$ cat src/rtl/bcd_digit_scanner_if.sv
// rtl/bcd_digit_scanner_if.sv - load handshake interface for the BCD digit scanner
//
// Purpose: carries the valid/ready load handshake and the packed BCD value
//          from the producer (master) to the scanner (slave).
// Signals:
//   load_valid  master->slave  load_data is valid
//   load_ready  slave->master  scanner can accept a load
//   load_data   master->slave  BCD value, nibble i at bits [4i+3:4i]
interface bcd_digit_scanner_if #(
    parameter int DIGITS = 4
);
    logic                  load_valid;
    logic                  load_ready;
    logic [4*DIGITS-1:0]   load_data;

    modport master (
        output load_valid,
        output load_data,
        input  load_ready
    );

    modport slave (
        input  load_valid,
        input  load_data,
        output load_ready
    );
endinterface

$ cat src/rtl/bcd_digit_scanner.sv
// rtl/bcd_digit_scanner.sv - time-multiplexed BCD digit scan controller
//
// Purpose: holds a double-buffered multi-digit BCD value and scans one nibble
//          per slot onto a BCD-to-7-segment decoder, with anti-ghosting blank
//          cycles, invalid-nibble blanking and optional leading-zero blanking.
// Ports:
//   clk                     rising-edge clock
//   rst                     synchronous active-high reset
//   load_if (slave)         load_valid / load_ready / load_data handshake
//   lz_suppress             leading-zero blanking enable, sampled every cycle
//   bcd_w..bcd_z            current nibble (bcd_w = MSB)
//   digit_en                one-hot digit enable, all zero while blanked
//   blank                   high when digit_en is all zero
//   frame_done              one-cycle pulse on the last cycle of the last slot
module bcd_digit_scanner #(
    parameter int DIGITS       = 4,
    parameter int REFRESH_DIV  = 1000,
    parameter int BLANK_CYCLES = 2
) (
    input  logic                 clk,
    input  logic                 rst,
    bcd_digit_scanner_if.slave   load_if,
    input  logic                 lz_suppress,
    output logic                 bcd_w,
    output logic                 bcd_x,
    output logic                 bcd_y,
    output logic                 bcd_z,
    output logic [DIGITS-1:0]    digit_en,
    output logic                 blank,
    output logic                 frame_done
);
    localparam int CNT_W  = (REFRESH_DIV > 1) ? $clog2(REFRESH_DIV) : 1;
    localparam int SLOT_W = (DIGITS > 1) ? $clog2(DIGITS) : 1;
    localparam int DW     = 4 * DIGITS;

    localparam logic [CNT_W-1:0]  CNT_LAST  = CNT_W'(REFRESH_DIV - 1);
    localparam logic [SLOT_W-1:0] SLOT_LAST = SLOT_W'(DIGITS - 1);

    // Scan and buffer state
    logic [CNT_W-1:0]   cnt_q, cnt_d;
    logic [SLOT_W-1:0]  slot_q, slot_d;
    logic [DW-1:0]      active_q, active_d;
    logic [DW-1:0]      pending_q, pending_d;
    logic               pending_full_q, pending_full_d;

    // Registered pin drivers
    logic [3:0]         bcd_q, bcd_d;
    logic [DIGITS-1:0]  digit_en_q, digit_en_d;
    logic               blank_q, blank_d;
    logic               frame_done_q, frame_done_d;

    logic               slot_end;
    logic               frame_end;
    logic               accept;
    logic               past_blank;
    logic [3:0]         cur_nib;
    logic [DIGITS-1:0]  lz_mask;
    logic               upper_zero;
    logic               show;

    assign slot_end  = (cnt_q == CNT_LAST);
    assign frame_end = slot_end && (slot_q == SLOT_LAST);
    assign accept    = load_if.load_valid && !pending_full_q;

    // A zero-length blank window would make the comparison trivially true.
    generate
        if (BLANK_CYCLES == 0) begin : g_no_blank
            assign past_blank = 1'b1;
        end else begin : g_blank
            assign past_blank = (cnt_q >= CNT_W'(BLANK_CYCLES));
        end
    endgenerate

    // State register
    always_ff @(posedge clk) begin
        if (rst) begin
            cnt_q          <= '0;
            slot_q         <= '0;
            active_q       <= '0;
            pending_q      <= '0;
            pending_full_q <= 1'b0;
            bcd_q          <= 4'd0;
            digit_en_q     <= '0;
            blank_q        <= 1'b1;
            frame_done_q   <= 1'b0;
        end else begin
            cnt_q          <= cnt_d;
            slot_q         <= slot_d;
            active_q       <= active_d;
            pending_q      <= pending_d;
            pending_full_q <= pending_full_d;
            bcd_q          <= bcd_d;
            digit_en_q     <= digit_en_d;
            blank_q        <= blank_d;
            frame_done_q   <= frame_done_d;
        end
    end

    // Next-state: prescaler, slot pointer and double buffer
    always_comb begin
        cnt_d          = slot_end ? '0 : cnt_q + 1'b1;
        slot_d         = slot_q;
        active_d       = active_q;
        pending_d      = pending_q;
        pending_full_d = pending_full_q;

        if (slot_end) begin
            slot_d = (slot_q == SLOT_LAST) ? '0 : slot_q + 1'b1;
        end

        // Transfer only at frame end so a frame never mixes two values.
        if (frame_end && pending_full_q) begin
            active_d       = pending_q;
            pending_full_d = 1'b0;
        end

        // Acceptance requires an empty pending slot, so it can never collide
        // with a transfer on the same edge; such a load waits a full frame.
        if (accept) begin
            pending_d      = load_if.load_data;
            pending_full_d = 1'b1;
        end
    end

    // Output next-values computed from the current state, registered above
    always_comb begin
        cur_nib    = active_q[4*slot_q +: 4];
        upper_zero = 1'b1;
        lz_mask    = '0;

        // Walk from the most significant digit down; a digit is a leading zero
        // while it and everything above it are zero. Digit 0 always shows.
        for (int i = DIGITS - 1; i >= 0; i--) begin
            upper_zero = upper_zero && (active_q[4*i +: 4] == 4'd0);
            lz_mask[i] = (i != 0) && upper_zero && lz_suppress;
        end

        show         = past_blank && (cur_nib <= 4'd9) && !lz_mask[slot_q];
        bcd_d        = cur_nib;
        digit_en_d   = show ? (DIGITS'(1) << slot_q) : '0;
        blank_d      = !show;
        frame_done_d = frame_end;
    end

    assign load_if.load_ready = !pending_full_q;
    assign bcd_w      = bcd_q[3];
    assign bcd_x      = bcd_q[2];
    assign bcd_y      = bcd_q[1];
    assign bcd_z      = bcd_q[0];
    assign digit_en   = digit_en_q;
    assign blank      = blank_q;
    assign frame_done = frame_done_q;
endmodule

$ cat src/flat_wrapper.sv
// flat-port wrapper written by rule: the top's interface ports become plain ports
module bcd_digit_scanner_flat 
#(
    parameter int DIGITS       = 4,
    parameter int REFRESH_DIV  = 1000,
    parameter int BLANK_CYCLES = 2
)
  (clk, rst, lz_suppress, bcd_w, bcd_x, bcd_y, bcd_z, digit_en, blank, frame_done, load_if_load_valid, load_if_load_data, load_if_load_ready);
  bcd_digit_scanner_if #(.DIGITS(DIGITS)) load_if_i ();
  input  logic clk;
  input  logic rst;
  input  logic lz_suppress;
  output logic bcd_w;
  output logic bcd_x;
  output logic bcd_y;
  output logic bcd_z;
  output logic [DIGITS-1:0] digit_en;
  output logic blank;
  output logic frame_done;
  input wire logic [$bits(load_if_i.load_valid)-1:0] load_if_load_valid;
  input wire logic [$bits(load_if_i.load_data)-1:0] load_if_load_data;
  output wire logic [$bits(load_if_i.load_ready)-1:0] load_if_load_ready;
  assign load_if_i.load_valid = load_if_load_valid;
  assign load_if_i.load_data = load_if_load_data;
  assign load_if_load_ready = load_if_i.load_ready;
  bcd_digit_scanner #(.DIGITS(DIGITS), .REFRESH_DIV(REFRESH_DIV), .BLANK_CYCLES(BLANK_CYCLES)) u_core (.clk(clk), .rst(rst), .load_if(load_if_i), .lz_suppress(lz_suppress), .bcd_w(bcd_w), .bcd_x(bcd_x), .bcd_y(bcd_y), .bcd_z(bcd_z), .digit_en(digit_en), .blank(blank), .frame_done(frame_done));
endmodule
$ cat config.mk
export PLATFORM = sky130hd
export DESIGN_NAME = bcd_digit_scanner_flat
export DESIGN_NICKNAME = d
export VERILOG_FILES = /design/src/rtl/bcd_digit_scanner_if.sv /design/src/rtl/bcd_digit_scanner.sv /design/src/flat_wrapper.sv
export SDC_FILE = /design/constraint.sdc
export NUM_CORES = 1
export LEC_CHECK = 0
export CAP_MARGIN = 5
export CORE_UTILIZATION = 55
export CTS_BUF_LIST = sky130_fd_sc_hd__clkbuf_8
export DETAILED_ROUTE_END_ITERATION = 12
export PLACE_DENSITY = 0.86
export SETUP_SLACK_MARGIN = 0.15
export SLEW_MARGIN = 20
export SYNTH_ARGS = -nofsm -noshare
export SYNTH_HDL_FRONTEND = slang
export SYNTH_SLANG_ARGS = --single-unit
$ cat constraint.sdc
create_clock -name clk -period 2.1 [get_ports clk]
set_input_delay 0.42 -clock clk [delete_from_list [all_inputs] [get_ports clk]]
set_output_delay 0.42 -clock clk [all_outputs]
set_load 0.01 [all_outputs]
After elaboration in Yosys (flattened, before gate mapping)
Index checks and enable logic that the tools add are counted.

cells by class
  add/subtract/negate cells = 2
  order comparisons = 3
  equality and inequality tests = 2
  shift operators = 2
  mux-type cells = 5
  bitwise gates (word level) = 1
  reductions and logical operators = 19

operator list
  operator                 number
  $shiftx A16 B5 Y4        1
  $logic_not A4 Y1         3
  $add A10 B1 Y10 const B  1
  $eq A10 B10 Y1 const B   1
  $ge A10 B2 Y1 const B    1
  $logic_and A1 B1 Y1      10
  $le A4 B4 Y1 const B     1
  $reduce_or A2 Y1         2
  $shl A1 B2 Y4 const A    1
  $logic_not A1 Y1         3
  $lt A2 B3 Y1 const B     1
  $mux W1                  3
  $add A2 B1 Y2 const B    1
  $bmux W1 S2              1
  $eq A2 B2 Y1 const B     1
  $mux W2                  1
  $reduce_bool A2 Y1       1
  $not A1 Y1               1

word-level totals
  bits in registers = 55
  bits of input ports = 20
  output and inout bits = 11
  word-level logic and storage cells = 43

Logic depth before layout (Yosys ltp)
Gate-level depths: netlist (run 1).

  depth in word-level cells = 10
  gate-level depth with buffers = 7

Worst setup path after synthesis (run 1)
Ideal clock, no wire load.

  kind = register to register
  start = register u_core.cnt_q[0]
  end = register u_core.active_q[15]
  setup time = 0.128 ns
  arrival time = 1.631 ns
  data required time = 1.972 ns
  path slack = 0.341 ns
  stages on the path, launching flop included = 8
  buffers on the path = 2
  cell sequence = dfxtp_1 ha_1 nand3_1 or4_1 buf_6 buf_8 mux2i_1 nor2_1

between the ends
  cells in the longest elaborated chain, start to end = 3

RTL lines
  what                    RTL line                  text
  start, declared         bcd_digit_scanner.sv:40   logic [CNT_W-1:0] cnt_q, cnt_d;
  start signal, assigned  bcd_digit_scanner.sv:87   cnt_q <= cnt_d;
  $eq A10 B10 Y1          bcd_digit_scanner.sv:61   assign slot_end = (cnt_q == CNT_LAST);
  $logic_and A1 B1 Y1     bcd_digit_scanner.sv:62   assign frame_end = slot_end && (slot_q == SLOT_LAST);
  $logic_and A1 B1 Y1     bcd_digit_scanner.sv:112  if (frame_end && pending_full_q) begin
  end signal, assigned    bcd_digit_scanner.sv:89   active_q <= active_d;
  end, declared           bcd_digit_scanner.sv:42   logic [DW-1:0] active_q, active_d;

No other way between the ends.
A chain may end at the register's enable or synchronous reset.

Final worst setup path (run 1)
  start = register u_core.slot_q[0]
  end = register u_core.digit_en_q[0], in the netlist u_core.digit_en[0]

between the ends
  cells in the longest elaborated chain, start to end = 6
  elaborated cells between the ends (all ways) = 10

RTL lines
  what                                                     RTL line                                            text
  start, declared                                          bcd_digit_scanner.sv:41                             logic [SLOT_W-1:0] slot_q, slot_d;
  start signal, assigned                                   bcd_digit_scanner.sv:88                             slot_q <= slot_d;
  $shiftx A16 B5 Y4 or $bmux W1 S2 (tied branches)         bcd_digit_scanner.sv:127, bcd_digit_scanner.sv:138
  $le A4 B4 Y1 or $mux W1 (tied branches)                  bcd_digit_scanner.sv:138                            show = past_blank && (cur_nib <= 4'd9) && !lz_mask[slot_q];
  $logic_and A1 B1 Y1 or $logic_not A1 Y1 (tied branches)  bcd_digit_scanner.sv:138
  $logic_and A1 B1 Y1                                      bcd_digit_scanner.sv:138
  $not A1 Y1 (no source line)                              n/a
  $reduce_or A2 Y1 (no source line)                        n/a
  end signal, assigned                                     bcd_digit_scanner.sv:93                             digit_en_q <= digit_en_d;
  end, declared                                            bcd_digit_scanner.sv:48                             logic [DIGITS-1:0] digit_en_q, digit_en_d;

Several ways; a longest one is shown, not always the timed one. The select of a mux whose other input is x is not followed.

==> results of run 1 <==
Yosys cell counts, drive strengths merged, types with 2 or more instances:
cell type | count | area [sq um]
nor3b | 3 | 22.52
inv | 4 | 15.01
nor3 | 6 | 35.03
nand2 | 38 | 142.6
xnor2 | 6 | 52.55
dfxtp | 55 | 1101
ha | 3 | 37.54
clkbuf | 11 | 41.29
nor2b | 5 | 31.28
nand4 | 2 | 12.51
nand3 | 5 | 25.02
o21ai | 2 | 10.01
a21oi | 18 | 90.09
nand2b | 2 | 12.51
or4 | 4 | 30.03
mux4 | 4 | 90.09
or3 | 2 | 12.51
mux2i | 17 | 170.2
buf | 3 | 31.27
nor2 | 31 | 116.4
xor2 | 2 | 17.52
worst reg2reg max path: cells and delay by family (launching register included):
kind | cells | cell delay (ns)
multiplexers | 1 | 0.57
flip-flops | 1 | 0.53
AO/OA/AOI/OAI | 1 | 0.21
AND/OR/NAND/NOR | 2 | 0.45
cell families (layout without fill, tap and decap cells):
group | Yosys count | in the layout | share of synthesized area, %
adders and majority gates | 3 | 3 | 1.747
xor gates and xnor gates | 8 | 8 | 3.262
DFF | 55 | 55 | 51.25
muxes | 21 | 21 | 12.11
buffers and inverters | 18 | 47 | 4.076
and+or+nand+nor | 103 | 103 | 22.25
AOI/OAI and AO/OA | 22 | 22 | 5.300
stage by stage:
step	power (mW)	worst slack [ns]	std cells
floorplan	1.178	0.3410	230
global placement	1.239	0.3052	299
detailed placement	1.242	0.2655	299
CTS	1.768	0.2508	307
global route	1.829	0.1682	307
finish	1.751	0.2645	307
state kept, by name (all words and copies together) (netlist names):
signal	flops
u_core.frame_done	1
u_core.slot_q	2
u_core.pending_full_q	1
u_core.pending_q	16
u_core.cnt_q	10
u_core.active_q	16
u_core.blank	1
u_core.digit_en	4
u_core.bcd_q	4
worst max-delay path by stage:
stage                                       end  slack [ns]  cells after the start                          start
5_1_grt         u_core.active_q[1]$_SDFFE_PP0P_        0.17                      6  u_core.slot_q[0]$_SDFFE_PP0P_
2_1_floorplan  u_core.active_q[15]$_SDFFE_PP0P_        0.34                      7     u_core.cnt_q[0]$_SDFF_PP0_
4_1_cts         u_core.active_q[3]$_SDFFE_PP0P_        0.25                      6     u_core.cnt_q[0]$_SDFF_PP0_
3_5_place_dp    u_core.active_q[3]$_SDFFE_PP0P_        0.27                      6     u_core.cnt_q[0]$_SDFF_PP0_
6_report          u_core.digit_en[0]$_SDFF_PP0_        0.26                      4  u_core.slot_q[0]$_SDFFE_PP0P_
3_3_place_gp    u_core.active_q[2]$_SDFFE_PP0P_        0.31                      6     u_core.cnt_q[0]$_SDFF_PP0_
where the power goes:
part           switching (mW)  internal [mW]
Sequential             0.0189           1.07
Clock                   0.309          0.225
Combinational          0.0596         0.0688
Total                   0.387           1.36
layer usage:
metal | wire (microns) | up-vias
met4 | 60 | 0
met1 | 1787 | 720
li1 | - | 823
met5 | 0 | -
met3 | 124 | 7
met2 | 1750 | 31
cell type report:
cell class              instances  area share (%)
well taps                      48           2.348
repair buffers                 35           13.21
inverters                       4          0.5871
clock buffers                   5           2.691
clock inverters                 3          0.4892
flip-flops and latches         55           43.05
multi-input cells             157           37.62
what timing repair did:
action                                  4_1_cts  5_1_grt
hold buffers                                  0        0
gates resized for setup                       0        1
endpoints found under the setup margin        0        5
hold endpoints to repair                      0        0
==> results.sh, run 1 <==
export IMPL_run_status="complete, no violations"
export IMPL_drc=0
export IMPL_min_path_cells=2
export IMPL_slew_viol_final=0
export IMPL_wl_per_cell_microns=12.13
export IMPL_fin_crit_ns=1.836
export IMPL_clkTransAtPathRegs_ns=0.09
export IMPL_fmax_mhz=544.8
export IMPL_ff2ff_path_depth=4
export IMPL_ys_flop_type="dfxtp_1"
export IMPL_syn_inst=230
export IMPL_grt_max_degree=38
export IMPL_use_met3_pct=5.282
export IMPL_final_common_cell="dfxtp_1"
export IMPL_htree_levels=2
export IMPL_timing_worst_setup_path_type="flip-flop to flip-flop"
export IMPL_finalSetupTns_ns=0
export IMPL_hold_viol=0
export IMPL_powerDensity_nw_per_um2=684.7
export IMPL_cts_setup_buffers=0
export IMPL_cts_tree="done"
export IMPL_pin_count=31
export IMPL_skew_ns=0.005230
export IMPL_grtUsageMet2_pct=34.34
export IMPL_final_util_pct=68.82
export IMPL_cts_buffers=5
export IMPL_cts_root_buf="clkbuf_8"
export IMPL_grt_use_total_pct=20.33
export IMPL_hp_start="u_core.pending_q[12]$_SDFFE_PP0P_"
export IMPL_worstPathMaxFanout=7
export IMPL_clk_latency_ns=0.30
export IMPL_die_w_microns=64.50
export IMPL_min_to="u_core.pending_q[12]$_SDFFE_PP0P_"
export IMPL_yosysSeqAreaShare_pct=51.25
export IMPL_first_pass_iters=5
export IMPL_setup_viol=0
export IMPL_cts_buffer_depth=2
export IMPL_max_stage_delay_ns=0.57
export IMPL_diodes=0
export IMPL_path_cells="mux4_2 -> o21a_1 -> nor3_2 -> nor3b_1"
export IMPL_multi_input_comb_area_sq_um=962.2
export IMPL_seq_area_sq_um=1101
export IMPL_path_delay_family="multiplexers"
export IMPL_core_area_sq_um=3716
export IMPL_start_util_pct=57.81
export IMPL_hp_class="flip-flop to flip-flop"
export IMPL_fin_nets=281
export IMPL_synth_async_reset_ratio_pct=0
export IMPL_max_slew_margin_pct=67.88
export IMPL_synth_edff_count=0
export IMPL_crit_buf_inv=0
export IMPL_grt_first_pass_wirelength_microns=6492
export IMPL_gp_congestion=0.8594
export IMPL_grt_pass1_vias=1499
export IMPL_dp_hpwl_microns=2652
export IMPL_fp_dieH_microns=64.50
export IMPL_synth_area_sq_um=2148
export IMPL_stdcell_area_sq_um=2557
export IMPL_grt_busiest_layer="met2"
export IMPL_antenna_left=0
export IMPL_portBuffers=30
export IMPL_yosysWarnings=0
export IMPL_drt_initial_drc_count=93
export IMPL_postPlaceCellArea_sq_um=2474
export IMPL_endpoint_kind="flip-flop"
export IMPL_cp_required_ns=2.32
export IMPL_arrival_ns=2.05
export IMPL_gr_total_overflow=0
export IMPL_layout_common_cells="dfxtp_1 (55), nand2_1 (38), nor2_1 (31), clkdlybuf4s50_1 (30), a21oi_1 (18)"
export IMPL_critPathSlowestCell="mux4_2"
export IMPL_ys_ff_latch=55
export IMPL_die_area_sq_um=4160
export IMPL_period_share_pct=87.41
export IMPL_timing_hold_ws_ns=0.4579
export IMPL_antenna_found_initial=0
export IMPL_area_growth_pct=19.04
export IMPL_vdd_ir_drop_max_uv=360.8
export IMPL_clkSinkCount=55
export IMPL_rrSetupSlack_ns=0.26
export IMPL_yosysUniqueCellTypes=31
export IMPL_wirelength_microns=3723
export IMPL_drive_gt1_share_pct=6.564
export IMPL_p_leak_nw=1.076
export IMPL_r2r_end="u_core.digit_en[0]$_SDFF_PP0_"
export IMPL_synth_area_per_cell_sq_um=9.340
export IMPL_rsz0062_at_grt="false"
export IMPL_tightestPinTransition_ns=0.4807
export IMPL_startpoint_type="flip-flop"
export IMPL_viasPerCell=5.150
export IMPL_r2r_start="u_core.slot_q[0]$_SDFFE_PP0P_"
export IMPL_max_cap_violations=0
export IMPL_final_fill_count=293
export IMPL_rows=22
export IMPL_grtUsageMet1_pct=24.33
export IMPL_syn_nets=253
export IMPL_vias=1581
No activity file was read; power rests on OpenSTA's default activity.
==> run 2, diff against run 1 <==
==> constraint.sdc (replaced) <==
create_clock -name clk -period 2.1 [get_ports clk]
set_input_delay 0.42 -clock clk [delete_from_list [all_inputs] [get_ports clk]]
set_output_delay 0.42 -clock clk [all_outputs]
set_load 0.005 [all_outputs]
==> results of run 2 <==
The final DEF is identical to that of run 1. Status: complete, no violations.
Main changes from that run: total power 1.751 mW -> 1.749 mW; worst IR drop on VDD 360.8 uV -> 360.7 uV
